===== src/rtl/uart_tx_core.sv =====
// UART transmitter core with bit-serial CRC-8 generator.
// Frame: start, 8 data bits LSB first, odd parity or CRC-8 (LSB first), stop.
// CRC-8 polynomial x^8+x^2+x+1 (0x07), init 0x00, data fed MSB first.
// Optional feature: define UART_TX_HOLD_BUF_EN for a 1-entry hold buffer that
// allows back-to-back frames without an idle gap.

module uart_crc_gen (
  input  logic       clk_i,
  input  logic       rst_i,
  input  logic       init_i,
  input  logic       en_i,
  input  logic       bit_i,
  output logic [7:0] crc_o,
  output logic [7:0] crc_nxt_o
);

  localparam logic [7:0] POLY = 8'h07;

  logic [7:0] crc_q;
  logic       fb;

  // Next CRC value if the current input bit were shifted in.
  always_comb begin
    fb        = crc_q[7] ^ bit_i;
    crc_nxt_o = {crc_q[6:0], 1'b0} ^ (fb ? POLY : 8'h00);
  end

  // CRC register: cleared at frame start, advanced once per data bit.
  always_ff @(posedge clk_i) begin
    if (rst_i || init_i) begin
      crc_q <= 8'h00;
    end else if (en_i) begin
      crc_q <= crc_nxt_o;
    end
  end

  assign crc_o = crc_q;

endmodule

module uart_tx_core #(
  parameter int CLKS_PER_BIT = 16
) (
  input  logic       clk_i,
  input  logic       rst_i,
  input  logic [7:0] tx_data_i,
  input  logic       tx_valid_i,
  output logic       tx_ready_o,
  input  logic       crc_en_i,
  output logic       tx_o,
  output logic       busy_o,
  output logic       tx_int_o
);

  localparam logic [15:0] BAUD_MAX = 16'(CLKS_PER_BIT - 1);

  typedef enum logic [2:0] {
    S_IDLE,
    S_START,
    S_DATA,
    S_PARITY,
    S_CRC,
    S_STOP
  } state_t;

  state_t      state_q, state_d;
  logic [15:0] baud_q, baud_d;
  logic [2:0]  bit_q, bit_d;
  logic [7:0]  shift_q, shift_d;
  logic [7:0]  data_q, data_d;
  logic        mode_q, mode_d;
  logic        tx_q, tx_d;
  logic        int_q, int_d;

  logic        tick;
  logic        accept;
  logic        start_direct;
  logic        launch;
  logic [7:0]  launch_byte;
  logic        launch_mode;
  logic [2:0]  bit_inc;

  logic        crc_init;
  logic        crc_en;
  logic        crc_bit;
  logic [7:0]  crc;
  logic [7:0]  crc_nxt;

`ifdef UART_TX_HOLD_BUF_EN
  logic        hold_valid_q, hold_valid_d;
  logic [7:0]  hold_data_q, hold_data_d;
  logic        hold_mode_q, hold_mode_d;
  logic        load_hold;
  logic        drain;
`endif

  uart_crc_gen u_crc (
    .clk_i     (clk_i),
    .rst_i     (rst_i),
    .init_i    (crc_init),
    .en_i      (crc_en),
    .bit_i     (crc_bit),
    .crc_o     (crc),
    .crc_nxt_o (crc_nxt)
  );

  assign tick    = (baud_q == BAUD_MAX);
  assign bit_inc = bit_q + 3'd1;

  // Handshake: base build accepts only in IDLE; hold build also while the buffer is empty.
`ifdef UART_TX_HOLD_BUF_EN
  assign tx_ready_o   = (state_q == S_IDLE) || !hold_valid_q;
  assign accept       = tx_valid_i && tx_ready_o;
  assign start_direct = accept && (state_q == S_IDLE) && !hold_valid_q;
  assign load_hold    = accept && !start_direct;
`else
  assign tx_ready_o   = (state_q == S_IDLE);
  assign accept       = tx_valid_i && tx_ready_o;
  assign start_direct = accept;
`endif

  // Next-state, baud/bit counters, serial output and CRC control.
  // NOTE: every signal gets a default first so no path leaves it unassigned (no latches).
  always_comb begin
    state_d     = state_q;
    baud_d      = baud_q;
    bit_d       = bit_q;
    shift_d     = shift_q;
    data_d      = data_q;
    mode_d      = mode_q;
    tx_d        = tx_q;
    int_d       = 1'b0;
    launch      = 1'b0;
    launch_byte = tx_data_i;
    launch_mode = crc_en_i;
    crc_init    = 1'b0;
    crc_en      = 1'b0;
    crc_bit     = 1'b0;
`ifdef UART_TX_HOLD_BUF_EN
    hold_valid_d = hold_valid_q;
    hold_data_d  = hold_data_q;
    hold_mode_d  = hold_mode_q;
    drain        = 1'b0;
`endif

    if (state_q != S_IDLE) begin
      baud_d = tick ? 16'd0 : baud_q + 16'd1;
    end

    case (state_q)
      S_IDLE: begin
        tx_d = 1'b1;
        if (start_direct) begin
          launch = 1'b1;
        end
      end
      S_START: begin
        if (tick) begin
          state_d = S_DATA;
          bit_d   = 3'd0;
          tx_d    = shift_q[0];
        end
      end
      S_DATA: begin
        if (tick) begin
          // CRC is computed over the byte MSB first, matching the receiver.
          crc_en  = 1'b1;
          crc_bit = data_q[3'd7 - bit_q];
          if (bit_q == 3'd7) begin
            bit_d = 3'd0;
            if (mode_q) begin
              state_d = S_CRC;
              // The CRC register updates on this same edge, so take bit 0 of its next value.
              tx_d    = crc_nxt[0];
            end else begin
              state_d = S_PARITY;
              tx_d    = ~^data_q;
            end
          end else begin
            bit_d   = bit_inc;
            shift_d = {1'b0, shift_q[7:1]};
            tx_d    = shift_q[1];
          end
        end
      end
      S_PARITY: begin
        if (tick) begin
          state_d = S_STOP;
          bit_d   = 3'd0;
          tx_d    = 1'b1;
        end
      end
      S_CRC: begin
        if (tick) begin
          if (bit_q == 3'd7) begin
            state_d = S_STOP;
            bit_d   = 3'd0;
            tx_d    = 1'b1;
          end else begin
            bit_d = bit_inc;
            tx_d  = crc[bit_inc];
          end
        end
      end
      S_STOP: begin
        if (tick) begin
          int_d = 1'b1;
          bit_d = 3'd0;
`ifdef UART_TX_HOLD_BUF_EN
          if (hold_valid_q) begin
            drain       = 1'b1;
            launch      = 1'b1;
            launch_byte = hold_data_q;
            launch_mode = hold_mode_q;
          end else begin
            state_d = S_IDLE;
            tx_d    = 1'b1;
          end
`else
          state_d = S_IDLE;
          tx_d    = 1'b1;
`endif
        end
      end
      default: begin
        state_d = S_IDLE;
        tx_d    = 1'b1;
      end
    endcase

    // Frame launch: load the byte, drive the start bit and restart the CRC.
    if (launch) begin
      state_d  = S_START;
      baud_d   = 16'd0;
      bit_d    = 3'd0;
      shift_d  = launch_byte;
      data_d   = launch_byte;
      mode_d   = launch_mode;
      tx_d     = 1'b0;
      crc_init = 1'b1;
    end

`ifdef UART_TX_HOLD_BUF_EN
    // A byte arriving in the same cycle as a drain takes the freed slot.
    if (drain) begin
      hold_valid_d = 1'b0;
    end
    if (load_hold) begin
      hold_valid_d = 1'b1;
      hold_data_d  = tx_data_i;
      hold_mode_d  = crc_en_i;
    end
`endif
  end

  // State and datapath registers with synchronous reset.
  // NOTE: sequential state uses non-blocking assignments so all registers update together.
  always_ff @(posedge clk_i) begin
    if (rst_i) begin
      // NOTE: the data registers are cleared too, so a restarted link never replays stale bytes.
      state_q <= S_IDLE;
      baud_q  <= 16'd0;
      bit_q   <= 3'd0;
      shift_q <= 8'h00;
      data_q  <= 8'h00;
      mode_q  <= 1'b0;
      tx_q    <= 1'b1;
      int_q   <= 1'b0;
`ifdef UART_TX_HOLD_BUF_EN
      hold_valid_q <= 1'b0;
      hold_data_q  <= 8'h00;
      hold_mode_q  <= 1'b0;
`endif
    end else begin
      state_q <= state_d;
      baud_q  <= baud_d;
      bit_q   <= bit_d;
      shift_q <= shift_d;
      data_q  <= data_d;
      mode_q  <= mode_d;
      tx_q    <= tx_d;
      int_q   <= int_d;
`ifdef UART_TX_HOLD_BUF_EN
      hold_valid_q <= hold_valid_d;
      hold_data_q  <= hold_data_d;
      hold_mode_q  <= hold_mode_d;
`endif
    end
  end

  assign tx_o     = tx_q;
  assign busy_o   = (state_q != S_IDLE);
  assign tx_int_o = int_q;

endmodule


===== config.mk =====
export PLATFORM = sky130hd
export DESIGN_NAME = uart_tx_core
export DESIGN_NICKNAME = d
export VERILOG_FILES = /design/src/rtl/uart_tx_core.sv
export SDC_FILE = /design/constraint.sdc
export NUM_CORES = 1
export LEC_CHECK = 0
export CAP_MARGIN = 20
export CORE_UTILIZATION = 39
export DETAILED_ROUTE_END_ITERATION = 8
export GPL_TIMING_DRIVEN = 0
export SLEW_MARGIN = 15
export SYNTH_ARGS = -nofsm -noshare
export SYNTH_HDL_FRONTEND = slang
export SYNTH_HIERARCHICAL = 1
export SYNTH_SLANG_ARGS = --single-unit

===== constraint.sdc =====
create_clock -name clk_i -period 4.9 [get_ports clk_i]
set_clock_uncertainty 0.2 [all_clocks]
set_input_delay 0.98 -clock clk_i [delete_from_list [all_inputs] [get_ports clk_i]]
set_output_delay 0.98 -clock clk_i [all_outputs]
set_load 0.05 [all_outputs]

==> out/qor.csv, run 1 <==
metric;value;unit
global-route wire length before repair;8480;um
number of enable-type register cells in the synthesized netlist;0;
category of the worst setup path launch point;flop;
post-synth net total;292;
type of the worst setup path;reg2out;
number of synthesis warnings;6;
final worst path period share;0.680;
Final ANT Viol Nets;0;
count of cell types in the netlist;45;
Critical Path RT;3720;ps
sequential-to-total area share from yosys stat;0.392;
normalized max-slew margin;0.668;
total negative setup slack;0;ps
synth-to-layout area growth;13.0;%
Worst Path Buf+Inv;3;
top cells by count, synth;dfxtp_1, nor2_1, nand2_1;
Die Y;82.1;um
vias in the first global route;1833;
cts hold-fix bufs;0;
final net count;314;
CP max stage delay;840;ps
clock tree from TritonCTS;built;
Fill cells;626;
number of setup violations in the final report;0;
remaining global-route overflow;0;
horizontal die dimension;82.1;um
post-synthesis cell count;277;
post-detailed-route wirelength per cell;13.4;um
number of storage elements in the synthesis netlist;49;
largest net degree at the start of global routing;14;
maximum clock path buffer count;2;
Clock Root Buffer;clkbuf_8;
GPL Wtd Cong;0.786;
total number of H-tree levels;2;
setup repair after global routing missed its margin;false;
Residual DRC;0;
class of the tightest hold or removal check;reg2reg;
combined area of all synthesized cells;2500;um^2
mean area per synthesized cell;9.02;um^2
total CTS buffers;5;
Clock Latency Late Sink;300;ps
most frequently used cell type in the post-synthesis netlist;dfxtp_1;
number of buffer cells added on primary ports;15;
portion of synthesized cell area occupied by the leading cell type;0.392;
area of the multi-input gates;1390;um^2
Diodes inserted;0;
area of the core;6060;um^2
Critical Path, Cell by Cell;clkbuf_1 > nor3_2 > inv_1 > clkdlybuf4s50_1;
Largest delay share family, worst path;buffers and inverters;
initial core utilization;0.412;
number of antenna violations at the first check in global routing;0;
outcome;completed;
iteration-0 DRC count of the detailed router;70;
peak clock frequency supported by timing;300;MHz
slowest cell on the critical path;clkdlybuf4s50_1;
most instantiated flip-flop cell in the synthesis netlist;dfxtp_1;
Fin. Hold Viols;0;
Post-CTS Setup Inserts;0;
P per Cell Area;257;nW/um^2
total number of clock tree sinks;49;
FFs w/ async S/R, synth;0;
peak ir drop on the vdd network;0.119;mV
maxcap violations;0;
count of pins on the block boundary;16;
via count;1966;
worst hold slack after final layout;285;ps
kind of end point of the critical path;output port;
layout cells sized above 1;0.0867;
vias per std cell;5.24;
biggest area consumer among synthesized cells;dfxtp_1;
wirelength, routed;5010;um
floorplan die area;6730;um^2
Detail Placement HPWL;3650;um
placed inst area;2740;um^2
drt pass-1 iters;4;
clock slew at the register clock pins of the worst setup and hold paths;90;ps
total count of max-transition violations in the final report;0;
final std cell area, no fill;2820;um^2
worst-margin pin slew;495;ps
top cells by area in the synthesized netlist;dfxtp_1, mux2i_1, nor2_1;
Crit path arrival time;2150;ps
FP Rows;28;
time the worst path needs with I/O delays and setup;3330;ps
overall global routing resource usage;0.168;
combined flip-flop and latch cell area;981;um^2
post-CTS resize count;0;
maximum fanout along the worst path;10;
static leakage;1.07;nW
[final timing paths]
check | from | endpoint | cells after the start | slack (ps)
max | state_q[2] | busy_o | 4 | 1570
min | shift_q[7] | shift_q[7] | 2 | 280
max reg2reg | baud_q[0] | tx_o | 11 | 2010
min reg2reg | shift_q[7] | shift_q[7] | 2 | 280
[area by class of cell]
cell class | count | area share
multi-input combinational | 205 | 0.492
sequential | 49 | 0.347
timing repair buffer | 15 | 0.0532
buffer | 20 | 0.0416
tap | 75 | 0.0332
clock buffer | 8 | 0.0284
inverter | 3 | 0.00399
[through the flow]
step | worst slack (ps) | instances | utilization | total power, mW
6_report | 1570 | 375 | 0.466 | 0.727
5_1_grt | 1440 | 375 | 0.466 | 0.764
4_1_cts | 1540 | 375 | 0.466 | 0.740
3_5_place_dp | 1890 | 367 | 0.453 | 0.505
3_3_place_gp | 1870 | 367 | 0.453 | 0.504
2_1_floorplan | 1920 | 277 | - | 0.477
[logic make-up (layout without fill, tap and decap cells)]
group                    Yosys count  after routing  share of synthesized area
XOR/XNOR                          25             25                      0.101
AND/OR/NAND/NOR                  120            120                      0.245
flip-flops                        49             49                      0.392
adder cells (fa/ha/maj)            3              3                     0.0150
multiplexers                      24             24                      0.116
AO/OA/AOI/OAI                     33             33                     0.0791
buffers and inverters             23             46                     0.0516
[routing by layer]
| layer | vias up | wire [um] | GRT usage |
|---|---|---|---|
| met5 | - | 0 | 0 |
| met4 | 0 | 97 | 0.0877 |
| met3 | 8 | 129 | 0.0367 |
| met2 | 25 | 2390 | 0.279 |
| met1 | 928 | 2390 | 0.203 |
| li1 | 1005 | - | - |
[cells in the final DEF (no fill, tap or decap), types with 2 or more instances in the layout]
master           synthesis  layout
a211oi_1                 7       7
a21oi_1                 17      17
and3_1                   2       2
and4_1                   3       3
buf_4                    7       7
buf_6                    2       2
clkbuf_1                10      13
clkbuf_8                 0       5
clkdlybuf4s50_1          0      15
dfxtp_1                 49      49
ha_1                     3       3
inv_1                    2       2
mux2i_1                 20      20
mux4_2                   4       4
nand2_1                 33      33
nand2b_1                 6       6
nand3_1                  6       6
nand3b_1                 2       2
nand4_1                  6       6
nor2_1                  38      38
nor3_1                   8       8
nor4_1                   2       2
nor4bb_1                 2       2
o21ai_0                  3       3
xnor2_1                 10      10
xor2_1                  13      13
xor3_2                   2       2
[tightest hold or removal path: stages, from the launching register on]
cell	delay, ps
dfxtp_1	330
nand3_1	60
a21oi_1	60
[sequential cells by signal (all words and copies together), names as in the netlist]
signal / cells
baud_q: 16
bit_q: 3
data_q: 8
mode_q: 1
shift_q: 8
state_q: 3
tx_int_o: 1
tx_o: 1
u_crc/crc_o: 8
[where the power goes]
group | switching (mW) | internal, mW | total (mW)
Clock | 0.131 | 0.102 | 0.233
Sequential | 0.00918 | 0.409 | 0.419
Combinational | 0.0423 | 0.0335 | 0.0758
No activity file was read; power rests on OpenSTA's default activity.
==> inputs of run 2 (changes only) <==
==> constraint.sdc (replaced) <==
create_clock -name clk_i -period 3 [get_ports clk_i]
set_clock_uncertainty 0.2 [all_clocks]
set_input_delay 0.6 -clock clk_i [delete_from_list [all_inputs] [get_ports clk_i]]
set_output_delay 0.6 -clock clk_i [all_outputs]
set_load 0.05 [all_outputs]
==> out/qor.csv, run 2 (synthesized netlist as in run 1, its figures left out) <==
metric;value;unit;change
outcome;completed;;
total CTS buffers;5;;unchanged
peak clock frequency supported by timing;347;MHz;
Largest delay share family, worst path;buffers and inverters;;
Clock Root Buffer;clkbuf_8;;
Fill cells;626;;unchanged
met1 wire length;2360;um;-1.1%
met2 wire length;2380;um;-0.42%
largest net degree at the start of global routing;14;;unchanged
cts hold-fix bufs;0;;unchanged
layout cells sized above 1;0.0933;;+0.00667
beginning of the worst hold path;shift_q[7];;
number of antenna violations at the first check in global routing;0;;unchanged
class of the tightest hold or removal check;reg2reg;;
wirelength, routed;5010;um;about the same
total number of clock tree sinks;49;;unchanged
clock slew at the register clock pins of the worst setup and hold paths;90;ps;about the same
overall global routing resource usage;0.168;;unchanged
floorplan die area;6730;um^2;unchanged
power after layout;1.19;mW;+64%
placed inst area;2740;um^2;unchanged
Worst Path Buf+Inv;2;;-1
Die Y;82.1;um;unchanged
most frequent standard cell in the layout excluding fill and tap cells;dfxtp_1;;
Critical Path, Cell by Cell;clkbuf_1 > nor3_2 > clkdlybuf4s50_1;;
slowest cell on the critical path;clkdlybuf4s50_1;;
normalized max-slew margin;0.664;;-0.00411
critical register-to-register path startpoint;bit_q[0];;
worst-margin pin slew;504;ps;+9.15 ps
global-route wire length before repair;8480;um;unchanged
Diodes inserted;0;;unchanged
maximum clock path buffer count;2;;unchanged
static leakage;1.08;nW;+1.4%
area of the core;6060;um^2;unchanged
P per Cell Area;419;nW/um^2;+63%
Most flops, register;baud_q;;
setup repair after global routing missed its margin;false;;
kind of end point of the critical path;output port;;
Post-CTS Setup Inserts;0;;unchanged
peak ir drop on the vdd network;0.195;mV;+63%
Largest register FFs;16;;unchanged
Detail Placement HPWL;3650;um;unchanged
Clock Latency Late Sink;300;ps;about the same
drt pass-1 iters;4;;unchanged
GPL Wtd Cong;0.786;;unchanged
worst hold slack after final layout;284;ps;-0.625 ps
maxcap violations;0;;unchanged
total negative setup slack;0;ps;unchanged
number of buffer cells added on primary ports;15;;unchanged
Fin. Hold Viols;0;;unchanged
highest metal used;met4;;
post-detailed-route wirelength per cell;13.4;um;about the same
Residual DRC;0;;unchanged
category of the worst setup path launch point;flop;;
count of pins on the block boundary;16;;unchanged
via count;1966;;unchanged
Critical Path RT;2200;ps;-1520 ps
CP max stage delay;870;ps;+30 ps
final worst path period share;0.960;;
vias per std cell;5.24;;unchanged
maximum fanout along the worst path;10;;unchanged
Critical Path Start;state_q[2];;
sum of met3 wire segment lengths after detailed routing;140;um;+8.5%
FP Rows;28;;unchanged
post-CTS resize count;0;;unchanged
number of setup violations in the final report;0;;unchanged
horizontal die dimension;82.1;um;unchanged
commonest cells after routing, fill and taps aside;dfxtp_1, nor2_1, nand2_1;;
final net count;314;;unchanged
initial core utilization;0.412;;unchanged
final std cell area, no fill;2840;um^2;+0.58%
type of the worst setup path;reg2out;;
synth-to-layout area growth;13.6;%;
time the worst path needs with I/O delays and setup;2880;ps;
iteration-0 DRC count of the detailed router;65;;-7.1%
Crit path arrival time;2080;ps;-70 ps
Final ANT Viol Nets;0;;unchanged
clock tree from TritonCTS;built;;
total count of max-transition violations in the final report;0;;unchanged
vias in the first global route;1833;;unchanged
total number of H-tree levels;2;;unchanged
remaining global-route overflow;0;;unchanged
## run 2: cell count changes in the layout (fill, tap and decap cells not counted), sizes merged
cell,delta
dlymetal6s2s,+1
clkdlybuf4s50,-1
## run 2: layout make-up
| cell class | instances | area (um^2) | area share |
|---|---|---|---|
| Sequential cell | 49 | 981 | 0.345 |
| Buffer | 20 | 118 | 0.0414 |
| Inverter | 3 | 11.3 | 0.00396 |
| Clock buffer | 8 | 80.1 | 0.0282 |
| Timing Repair Buffer | 15 | 153 | 0.0537 |
| Multi-Input combinational cell | 205 | 1400 | 0.494 |
| Tap cell | 75 | 93.8 | 0.0330 |
## run 2: final timing paths
| path | cells past startpoint | endpoint | slack, ps |
|---|---|---|---|
| max | 3 | tx_ready_o | 120 |
| min reg2reg | 2 | shift_q[7] | 280 |
| max reg2reg | 10 | tx_o | 270 |
| min | 2 | shift_q[7] | 280 |
## run 2: metrics by stage
stage                     setup WS (ps)  utilization  instances
after global placement              155        0.453        367
after detailed placement            117        0.453        367
final                               119        0.469        375
after global routing               21.3        0.469        375
after floorplan                     336            -        277
after CTS                          22.0        0.466        375
## run 2: routing by layer
layer,GRT usage,vias up
li1,-,1004
met1,0.203,924
met2,0.279,28
met3,0.0367,10
met4,0.0877,0
met5,0,-
## run 2: worst reg2reg max path, delay by kind of cell, from the launching register on
family / cells / cell delay (ps)
AOI/OAI and AO/OA: 3 / 400
muxes: 2 / 830
DFF: 1 / 340
xor gates and xnor gates: 1 / 230
buffers and inverters: 2 / 480
and+or+nand+nor: 2 / 190
## run 2: report_power, final
part | leakage [nW] | total, mW | switching (mW) | internal [mW]
registers | 0.398 | 0.684 | 0.0151 | 0.669
logic | 0.644 | 0.125 | 0.0697 | 0.0548
clock network | 0.0395 | 0.380 | 0.214 | 0.166
==> inputs of run 3 (changes only) <==
--- a/config.mk
+++ b/config.mk
@@ -7,6 +7,7 @@
 export LEC_CHECK = 0
 export CAP_MARGIN = 20
 export CORE_UTILIZATION = 39
+export CTS_CLUSTER_DIAMETER = 80
 export DETAILED_ROUTE_END_ITERATION = 8
 export GPL_TIMING_DRIVEN = 0
 export SLEW_MARGIN = 15
@@ -14,3 +15,4 @@
 export SYNTH_HDL_FRONTEND = slang
 export SYNTH_HIERARCHICAL = 1
 export SYNTH_SLANG_ARGS = --single-unit
+export TNS_END_PERCENT = 10
==> results of run 3 <==
Same layout as run 2: the final DEF is identical, and so are final timing and power.
